===== src/rtl/vga_timing_receiver.sv =====
// rtl/vga_timing_receiver.sv - VGA sync structure checker with lock FSM and pixel coordinate recovery
// Optional feature macro: VGA_RX_INPUT_SYNC_EN (two-flop input synchronizer, pin-to-output latency 4)
module vga_timing_receiver #(
  parameter int unsigned SYNC_PULSE_HORIZONTAL   = 112,
  parameter int unsigned WHOLE_LINE_HORIZONTAL   = 1688,
  parameter int unsigned BACK_PORCH_HORIZONTAL   = 248,
  parameter int unsigned VISIBLE_AREA_HORIZONTAL = 1280,
  parameter int unsigned SYNC_PULSE_VERTICAL     = 3,
  parameter int unsigned WHOLE_FRAME_VERTICAL    = 1066,
  parameter int unsigned BACK_PORCH_VERTICAL     = 38,
  parameter int unsigned VISIBLE_AREA_VERTICAL   = 1024,
  parameter int unsigned LOCK_FRAMES             = 2
) (
  input  logic        FCLK,
  input  logic        RST_IN,
  input  logic        HSYNC,
  input  logic        VSYNC,
  input  logic [2:0]  R,
  input  logic [2:0]  G,
  input  logic [1:0]  B,
  output logic [7:0]  PIXEL_DATA,
  output logic        PIXEL_VALID,
  output logic [10:0] POS_X,
  output logic [10:0] POS_Y,
  output logic        LOCKED,
  output logic        FRAME_START,
  output logic        SYNC_ERROR
);

  localparam logic [10:0] CNT_MAX     = 11'h7FF;
  localparam logic [10:0] H_SYNC      = 11'(SYNC_PULSE_HORIZONTAL);
  localparam logic [10:0] H_LINE      = 11'(WHOLE_LINE_HORIZONTAL);
  localparam logic [10:0] H_VIS_FIRST = 11'(SYNC_PULSE_HORIZONTAL + BACK_PORCH_HORIZONTAL);
  localparam logic [10:0] H_VIS_LAST  = 11'(SYNC_PULSE_HORIZONTAL + BACK_PORCH_HORIZONTAL
                                            + VISIBLE_AREA_HORIZONTAL - 1);
  localparam logic [10:0] V_SYNC      = 11'(SYNC_PULSE_VERTICAL);
  localparam logic [10:0] V_FRAME     = 11'(WHOLE_FRAME_VERTICAL);
  localparam logic [10:0] V_VIS_FIRST = 11'(SYNC_PULSE_VERTICAL + BACK_PORCH_VERTICAL);
  localparam logic [10:0] V_VIS_LAST  = 11'(SYNC_PULSE_VERTICAL + BACK_PORCH_VERTICAL
                                            + VISIBLE_AREA_VERTICAL - 1);
  localparam logic [3:0]  LOCK_N      = 4'(LOCK_FRAMES);

  typedef enum logic [1:0] {
    ST_SEARCH = 2'd0,
    ST_VERIFY = 2'd1,
    ST_LOCKED = 2'd2
  } state_t;

  // {HSYNC, VSYNC, R, G, B} as seen by the input register
  logic [9:0] pin_w;

`ifdef VGA_RX_INPUT_SYNC_EN
  logic [9:0] sync1_q;
  logic [9:0] sync2_q;

  // Two-flop synchronizer; HSYNC resets high so a source already in sync is not seen as a new edge
  always_ff @(posedge FCLK or negedge RST_IN) begin
    if (!RST_IN) begin
      sync1_q <= 10'h200;
      sync2_q <= 10'h200;
    end else begin
      sync1_q <= {HSYNC, VSYNC, R, G, B};
      sync2_q <= sync1_q;
    end
  end

  assign pin_w = sync2_q;
`else
  assign pin_w = {HSYNC, VSYNC, R, G, B};
`endif

  logic       hs_q, hs_prev_q, vs_q;
  logic [7:0] rgb_q;

  // Input register; HSYNC history resets high so the first low sample reads as a (gated) falling edge
  always_ff @(posedge FCLK or negedge RST_IN) begin
    if (!RST_IN) begin
      hs_q      <= 1'b1;
      hs_prev_q <= 1'b1;
      vs_q      <= 1'b0;
      rgb_q     <= '0;
    end else begin
      hs_q      <= pin_w[9];
      vs_q      <= pin_w[8];
      rgb_q     <= pin_w[7:0];
      hs_prev_q <= hs_q;
    end
  end

  logic [10:0] hcnt_q, hcnt_d;
  logic [10:0] vcnt_q, vcnt_d;
  logic [10:0] vs_cnt_q, vs_cnt_d;
  logic        vs_line_q, line_seen_q, frame_seen_q;
  logic        rise, fall, frame_start;
  logic        line_err, fall_err, timeout_err, frame_err, err;

  // Counts for the pixel currently in the input register, plus all sync-structure checks
  always_comb begin
    rise        = hs_q & ~hs_prev_q;
    fall        = ~hs_q & hs_prev_q;
    frame_start = rise & vs_q & ~vs_line_q;

    hcnt_d = (hcnt_q == CNT_MAX) ? hcnt_q : hcnt_q + 11'd1;
    if (rise) hcnt_d = '0;

    vcnt_d   = vcnt_q;
    vs_cnt_d = vs_cnt_q;
    if (rise) begin
      if (frame_start) vcnt_d = '0;
      else if (vcnt_q != CNT_MAX) vcnt_d = vcnt_q + 11'd1;
      if (frame_start) vs_cnt_d = 11'd1;
      else if (vs_q && vs_cnt_q != CNT_MAX) vs_cnt_d = vs_cnt_q + 11'd1;
    end

    // Line and sync-width checks wait for the first real line start after reset
    line_err    = rise & line_seen_q & ((hcnt_q + 11'd1) != H_LINE);
    fall_err    = fall & line_seen_q & (hcnt_d != H_SYNC);
    timeout_err = ~rise & (hcnt_d == H_LINE);
    frame_err   = frame_start & frame_seen_q
                & (((vcnt_q + 11'd1) != V_FRAME) | (vs_cnt_q != V_SYNC));
    err         = line_err | fall_err | timeout_err | frame_err;
  end

  // Pixel/line counters and first-line/first-frame qualifiers
  always_ff @(posedge FCLK or negedge RST_IN) begin
    if (!RST_IN) begin
      hcnt_q       <= '0;
      vcnt_q       <= '0;
      vs_cnt_q     <= '0;
      vs_line_q    <= 1'b0;
      line_seen_q  <= 1'b0;
      frame_seen_q <= 1'b0;
    end else begin
      hcnt_q       <= hcnt_d;
      vcnt_q       <= vcnt_d;
      vs_cnt_q     <= vs_cnt_d;
      if (rise) vs_line_q <= vs_q;
      line_seen_q  <= line_seen_q | rise;
      frame_seen_q <= frame_seen_q | frame_start;
    end
  end

  state_t     state_q, state_d;
  logic [3:0] good_q, good_d;

  // Lock FSM state register
  always_ff @(posedge FCLK or negedge RST_IN) begin
    if (!RST_IN) begin
      state_q <= ST_SEARCH;
      good_q  <= '0;
    end else begin
      state_q <= state_d;
      good_q  <= good_d;
    end
  end

  // Lock FSM next state: an error always beats a coincident frame start
  always_comb begin
    state_d = state_q;
    good_d  = good_q;
    unique case (state_q)
      ST_SEARCH: begin
        if (frame_start && !err) begin
          state_d = ST_VERIFY;
          good_d  = '0;
        end
      end
      ST_VERIFY: begin
        if (err) begin
          state_d = ST_SEARCH;
        end else if (frame_start) begin
          if ((good_q + 4'd1) >= LOCK_N) state_d = ST_LOCKED;
          else good_d = good_q + 4'd1;
        end
      end
      ST_LOCKED: begin
        if (err) state_d = ST_SEARCH;
      end
      default: state_d = ST_SEARCH;
    endcase
  end

  logic        locked_next, visible;
  logic [7:0]  pixel_data_q;
  logic        pixel_valid_q, locked_q, frame_start_q, sync_error_q;
  logic [10:0] pos_x_q, pos_y_q;

  // Visibility of the pixel in the input register, qualified by the lock state it will be reported with
  always_comb begin
    locked_next = (state_d == ST_LOCKED);
    visible     = (hcnt_d >= H_VIS_FIRST) && (hcnt_d <= H_VIS_LAST)
               && (vcnt_d >= V_VIS_FIRST) && (vcnt_d <= V_VIS_LAST);
  end

  // Output register; data and coordinates are forced to zero outside valid pixels
  always_ff @(posedge FCLK or negedge RST_IN) begin
    if (!RST_IN) begin
      pixel_data_q  <= '0;
      pixel_valid_q <= 1'b0;
      pos_x_q       <= '0;
      pos_y_q       <= '0;
      locked_q      <= 1'b0;
      frame_start_q <= 1'b0;
      sync_error_q  <= 1'b0;
    end else begin
      pixel_valid_q <= locked_next & visible;
      pixel_data_q  <= (locked_next & visible) ? rgb_q : 8'd0;
      pos_x_q       <= (locked_next & visible) ? (hcnt_d - H_VIS_FIRST) : 11'd0;
      pos_y_q       <= (locked_next & visible) ? (vcnt_d - V_VIS_FIRST) : 11'd0;
      locked_q      <= locked_next;
      frame_start_q <= frame_start & ~err & locked_next;
      sync_error_q  <= err;
    end
  end

  assign PIXEL_DATA  = pixel_data_q;
  assign PIXEL_VALID = pixel_valid_q;
  assign POS_X       = pos_x_q;
  assign POS_Y       = pos_y_q;
  assign LOCKED      = locked_q;
  assign FRAME_START = frame_start_q;
  assign SYNC_ERROR  = sync_error_q;

endmodule

===== config.mk =====
export PLATFORM = sky130hd
export DESIGN_NAME = vga_timing_receiver
export DESIGN_NICKNAME = d
export VERILOG_FILES = /design/src/rtl/vga_timing_receiver.sv
export SDC_FILE = /design/constraint.sdc
export NUM_CORES = 1
export LEC_CHECK = 0
export CAP_MARGIN = 20
export CORE_ASPECT_RATIO = 1.5
export CORE_MARGIN = 8
export CORE_UTILIZATION = 25
export DETAILED_ROUTE_END_ITERATION = 10
export GPL_ROUTABILITY_DRIVEN = 0
export PLACE_DENSITY_LB_ADDON = 0.05
export SYNTH_ARGS = -nofsm -noshare
export SYNTH_HDL_FRONTEND = slang
export SYNTH_SLANG_ARGS = --single-unit

===== constraint.sdc =====
create_clock -name FCLK -period 4.35 [get_ports FCLK]
set_clock_uncertainty 0.05 [all_clocks]
set_input_delay 0.87 -clock FCLK [delete_from_list [all_inputs] [get_ports FCLK]]
set_output_delay 0.87 -clock FCLK [all_outputs]
set_load 0.01 [all_outputs]

==> impl_metrics.json <==
{
  "worstMarginPinSlew_ns": 0.7957,
  "syn_inst": 466,
  "cts_tree": "yes",
  "grtUsageTotal_pct": 12.24,
  "core_area_mm2": 0.01794,
  "hold_path.class": "register to register",
  "ioPinCount": 46,
  "final_antenna_net_count": 0,
  "wl_um": 13350,
  "fmax_mhz": 266.0,
  "n_fill_cell": 1825,
  "required_ns": 4.57,
  "hpwlAfterDp_um": 9936,
  "yosys.area.top_type": "dfrtp_1",
  "placementRows": 60,
  "drv_slew": 0,
  "postCtsSetupBuffers": 0,
  "worst_setup_path_start_kind": "register",
  "die-area_mm2": 0.02296,
  "path_clk_slew_ns": 0.08,
  "endpoint_kind": "register",
  "vias": 3595,
  "synthFlopType": "dfrtp_1",
  "synth_fp_nets": 488,
  "overflow": 0,
  "cts.sinks": 87,
  "crit_end": "POS_Y[3]",
  "seq_area_frac_synth_pct": 47.67,
  "tns_ns": 0,
  "avgSynthCellArea_um2": 9.811,
  "rsz0062_at_grt": "false",
  "synthTopCellsByCount": "85 x dfrtp_1, 54 x nor2_1, 35 x nand2_1",
  "final.period_utilization_pct": 86.43,
  "r2r_cells": 14,
  "r2r_end": "POS_Y[3]",
  "maxCapViolations": 0,
  "maxSlewHeadroom_pct": 46.76,
  "critPathKind": "register to register",
  "cts_inserted_buffers": 9,
  "grt_pass1_wl_um": 21580,
  "clk_latency_ns": 0.36,
  "fin_total_pwr_mw": 2.208,
  "antenna_found_initial": 0,
  "clockBufferDepth": 2,
  "drc": 0,
  "dieWidth_um": 126.4,
  "grt_max_degree": 45,
  "status": "completed",
  "syn_area_mm2": 0.004572,
  "hold_viol_final": 0,
  "synthTopCellsByArea": "dfrtp_1 47%, nor2_1 4.4%, xnor2_1 3.3%, nand2_1 2.9%, ha_1 2.7%",
  "wire_per_inst_um": 18.26,
  "numPortBuffers": 45,
  "cts-htree-levels": 3,
  "cp_max_fo": 28,
  "finalCriticalPeriod_ns": 3.760,
  "cts_hold_buf": 0,
  "syn_to_final_growth_pct": 21.81,
  "setup_viol": 0,
  "synth.most_common_cell": "dfrtp_1",
  "start_util_pct": 25.48,
  "ys_async_sr_fraction_pct": 100.0,
  "power_density_mw_per_mm2": 396.5,
  "p_leak_nw": 2.459,
  "crit_path_start": "vcnt_q[0]",
  "r2r_start": "vcnt_q[0]",
  "ys_seq_elements": 87,
  "cp.arrival_ns": 3.98,
  "synth_top_area_share_pct": 46.52,
  "fp.dieH_um": 181.6,
  "yosys_warnings": 0,
  "drtIter0Drc": 154,
  "clockRootBuffer": "clkbuf_16",
  "drive_above_1_share_pct": 10.51,
  "hold_slack_ns": 0.3885,
  "diodes": 0,
  "nets": 531,
  "ir_worst_vdd_mv": 0.1728,
  "ys_types": 71,
  "r2r_setup_slack_ns": 0.59,
  "grt_pass1_vias": 3811,
  "cts_resized": 0,
  "routed_via_density": 4.918,
  "drtPass1Iterations": 4,
  "synth_edf_count": 0
}
[per-stage QoR]
step | setup slack (ns) | instance area (um2) | std cells | util (%)
floorplan | 1.342 | 4572 | 466 | -
global route | 0.1209 | 5569 | 731 | 31.04
finish | 0.5904 | 5569 | 731 | 31.04
global placement | 0.6523 | 5249 | 715 | 29.25
CTS | 0.5245 | 5569 | 731 | 31.04
detailed placement | 0.5482 | 5249 | 715 | 29.25
[report_power, final]
group          total [mW]  leakage [nW]  switching, mW  internal [mW]
combinational       0.397          1.14          0.232          0.165
sequential          0.959          1.16          0.103          0.856
clock               0.852         0.157          0.387          0.464
total                2.21          2.46          0.723           1.48
[critical path, cell delays in order, from the launching register on]
cell and delay [ns]:
dfrtp_1 0.52, ha_1 0.39, nand3_1 0.27, o31ai_4 0.39
xor2_1 0.21, nor2_1 0.11, inv_1 0.10, ha_1 0.18
o21a_1 0.16, o211ai_1 0.15, a21o_1 0.24, a22oi_1 0.21
nand4_1 0.18, buf_4 0.28, nor3_1 0.21
[state kept, by name (all words and copies together) (netlist names)]
name	cells
POS_X	11
POS_Y	11
hcnt_q	11
vcnt_q	11
vs_cnt_q	11
PIXEL_DATA	8
rgb_q	8
good_q	4
state_q	2
FRAME_START	1
LOCKED	1
PIXEL_VALID	1
SYNC_ERROR	1
frame_seen_q	1
hs_prev_q	1
hs_q	1
line_seen_q	1
vs_line_q	1
vs_q	1
[worst min path at each step]
stage / startpoint / to / slack [ns] / cells past startpoint
2_1_floorplan: hs_q / hs_prev_q / 0.34 / 0
3_3_place_gp: hs_q / hs_prev_q / 0.38 / 0
3_5_place_dp: hs_q / hs_prev_q / 0.38 / 0
4_1_cts: hs_q / hs_prev_q / 0.39 / 0
5_1_grt: hs_q / hs_prev_q / 0.40 / 0
6_report: hs_q / hs_prev_q / 0.39 / 0
[cells in the final DEF, fill, tap and decap left out, types with 5 or more instances in the layout]
| cell type | Yosys | routed |
|---|---|---|
| buf_4 | 5 | 12 |
| xor2_1 | 10 | 10 |
| o21ai_0 | 20 | 20 |
| ha_1 | 10 | 10 |
| nor4_1 | 7 | 7 |
| nor2_1 | 54 | 54 |
| nand4_1 | 11 | 11 |
| xnor2_1 | 17 | 17 |
| nand3b_1 | 5 | 5 |
| clkdlybuf4s50_1 | 0 | 44 |
| nand2_1 | 35 | 35 |
| or3_1 | 8 | 8 |
| nand3_1 | 15 | 15 |
| clkbuf_16 | 0 | 9 |
| a21oi_1 | 18 | 18 |
| and4_1 | 5 | 5 |
| dfrtp_1 | 85 | 85 |
| inv_1 | 26 | 26 |
| and3_1 | 11 | 11 |
| nor3_1 | 8 | 8 |
[cells by family after synthesis]
group / share of synthesized area (%)
xor+xnor: 5.172
compound gates: 14.70
fa+ha+maj: 2.737
buf+inv: 4.871
simple gates: 23.81
mux: 1.040
flops: 47.67
[layer usage]
metal | track usage (%) | vias to the layer above | routed length, um
li1 | - | 1745 | -
met1 | 12.39 | 1778 | 5101
met2 | 22.90 | 46 | 7447
met3 | 2.229 | 26 | 297
met4 | 6.960 | 0 | 501
met5 | 0 | - | 0
[layout make-up]
| type | instances | area (um2) | share of cell area (%) |
|---|---|---|---|
| flip-flops and latches | 87 | 2180 | 39.14 |
| clock inverters | 7 | 95.09 | 1.707 |
| well taps | 217 | 271.5 | 4.875 |
| multi-input cells | 329 | 2170 | 38.96 |
| inverters | 26 | 97.59 | 1.752 |
| clock buffers | 9 | 225.2 | 4.044 |
| repair buffers | 56 | 530.5 | 9.526 |
No activity file was read; power rests on OpenSTA's default activity.
==> edit (same settings) <==
The option `VGA_RX_INPUT_SYNC_EN` is turned on by a define.
--- a/src/rtl/vga_timing_receiver.sv
+++ b/src/rtl/vga_timing_receiver.sv
@@ -1,4 +1,6 @@
 // rtl/vga_timing_receiver.sv - VGA sync structure checker with lock FSM and pixel coordinate recovery
 // Optional feature macro: VGA_RX_INPUT_SYNC_EN (two-flop input synchronizer, pin-to-output latency 4)
+`define VGA_RX_INPUT_SYNC_EN
+
 module vga_timing_receiver #(
   parameter int unsigned SYNC_PULSE_HORIZONTAL   = 112,
Formal check against the unedited RTL: not equivalent (Yosys sat finds a counterexample within 10 cycles, from zero or initial values and one cycle with RST_IN low).
==> edit against the unedited design <==
Power is 6.8% higher. Highest routed layer unchanged. Critical path type unchanged. Critical endpoint unchanged. Sequential cell count is 20 higher. Cell area grew 8.6%. Synthesized area is 8.8% higher. Worst setup slack worse by 84 ps. Clock power about the same. Die area increased by 7.9%. Utilization shrank 0.21 points. Wire length is 2.4% higher. Global-route usage decreased by 0.78 points.
==> edit: results (changes against the unedited design) <==
metric;value;unit;change
syn_nets;491;;+0.61%
Distinct cells, synth;65;;-8.5%
Via density;4.67;;-5.1%
mux contribution to synthesized area;0.0108;;+0.000413
CP Launch Point;hcnt_q[0];;
multi-input gates;316;;-4.0%
vias in the first global route;3916;;+2.8%
Slew HR;0.446;;-0.0215
PwrDens;390;nW/um^2;-1.7%
layout cells sized above 1;0.0981;;-0.00698
P_sw;734;uW;+1.5%
clk sinks;107;;+23%
Tot GR Track Use;0.115;;-0.00782
First DRT Iteration DRCs;179;;+16%
Worst Reg-to-Reg Cells;10;;-4
Synth Area in Adders;0.0251;;-0.00222
Post-Syn Instances;469;;+0.64%
flop2flop setup slack;510;ps;-80 ps
Buffers excl. clock;59;;+5.4%
Fill cells;2035;;+12%
Syn-to-layout area delta;21.6;%;
Critical-path top delay cell;or3_1;;
complex-gate fraction of the synthesized area;0.117;;-0.0300
status;finished, final reports clean;;
Nets;537;;+1.1%
CP Max Fanout;24;;-14%
first-pass GRT wire length;22.2;mm;+2.7%
[edit: stage by stage]
stage	total power [uW]	hold slack [ps]	worst slack (ps)	util
after floorplan	1400	281	1170	-
after global placement	1540	281	329	0.292
after detailed placement	1530	285	269	0.292
after CTS	2410	305	233	0.308
after global routing	2500	315	143	0.308
final	2360	304	507	0.308
[edit: layer usage]
layer,global-route usage,vias up,part of all wire
li1,-,1747,-
met4,0.0399,0,0.014
met2,0.218,55,0.56
met3,0.0240,12,0.028
met1,0.121,1827,0.40
met5,0,-,0
[edit: timing repair]
item / CTS / global route
resized for setup: 0 / 1
endpoints found under the setup margin: 0 / 1
hold buffers: 0 / 0
[edit: power by group through the flow]
| stage | registers [uW] | clock network [uW] | logic (uW) |
|---|---|---|---|
| 6_report | 1140 | 850 | 371 |
| 5_1_grt | 1150 | 935 | 422 |
| 4_1_cts | 1140 | 892 | 378 |
| 3_5_place_dp | 1160 | 0 | 376 |
| 3_3_place_gp | 1150 | 0 | 383 |
| 2_1_floorplan | 1120 | 0 | 279 |
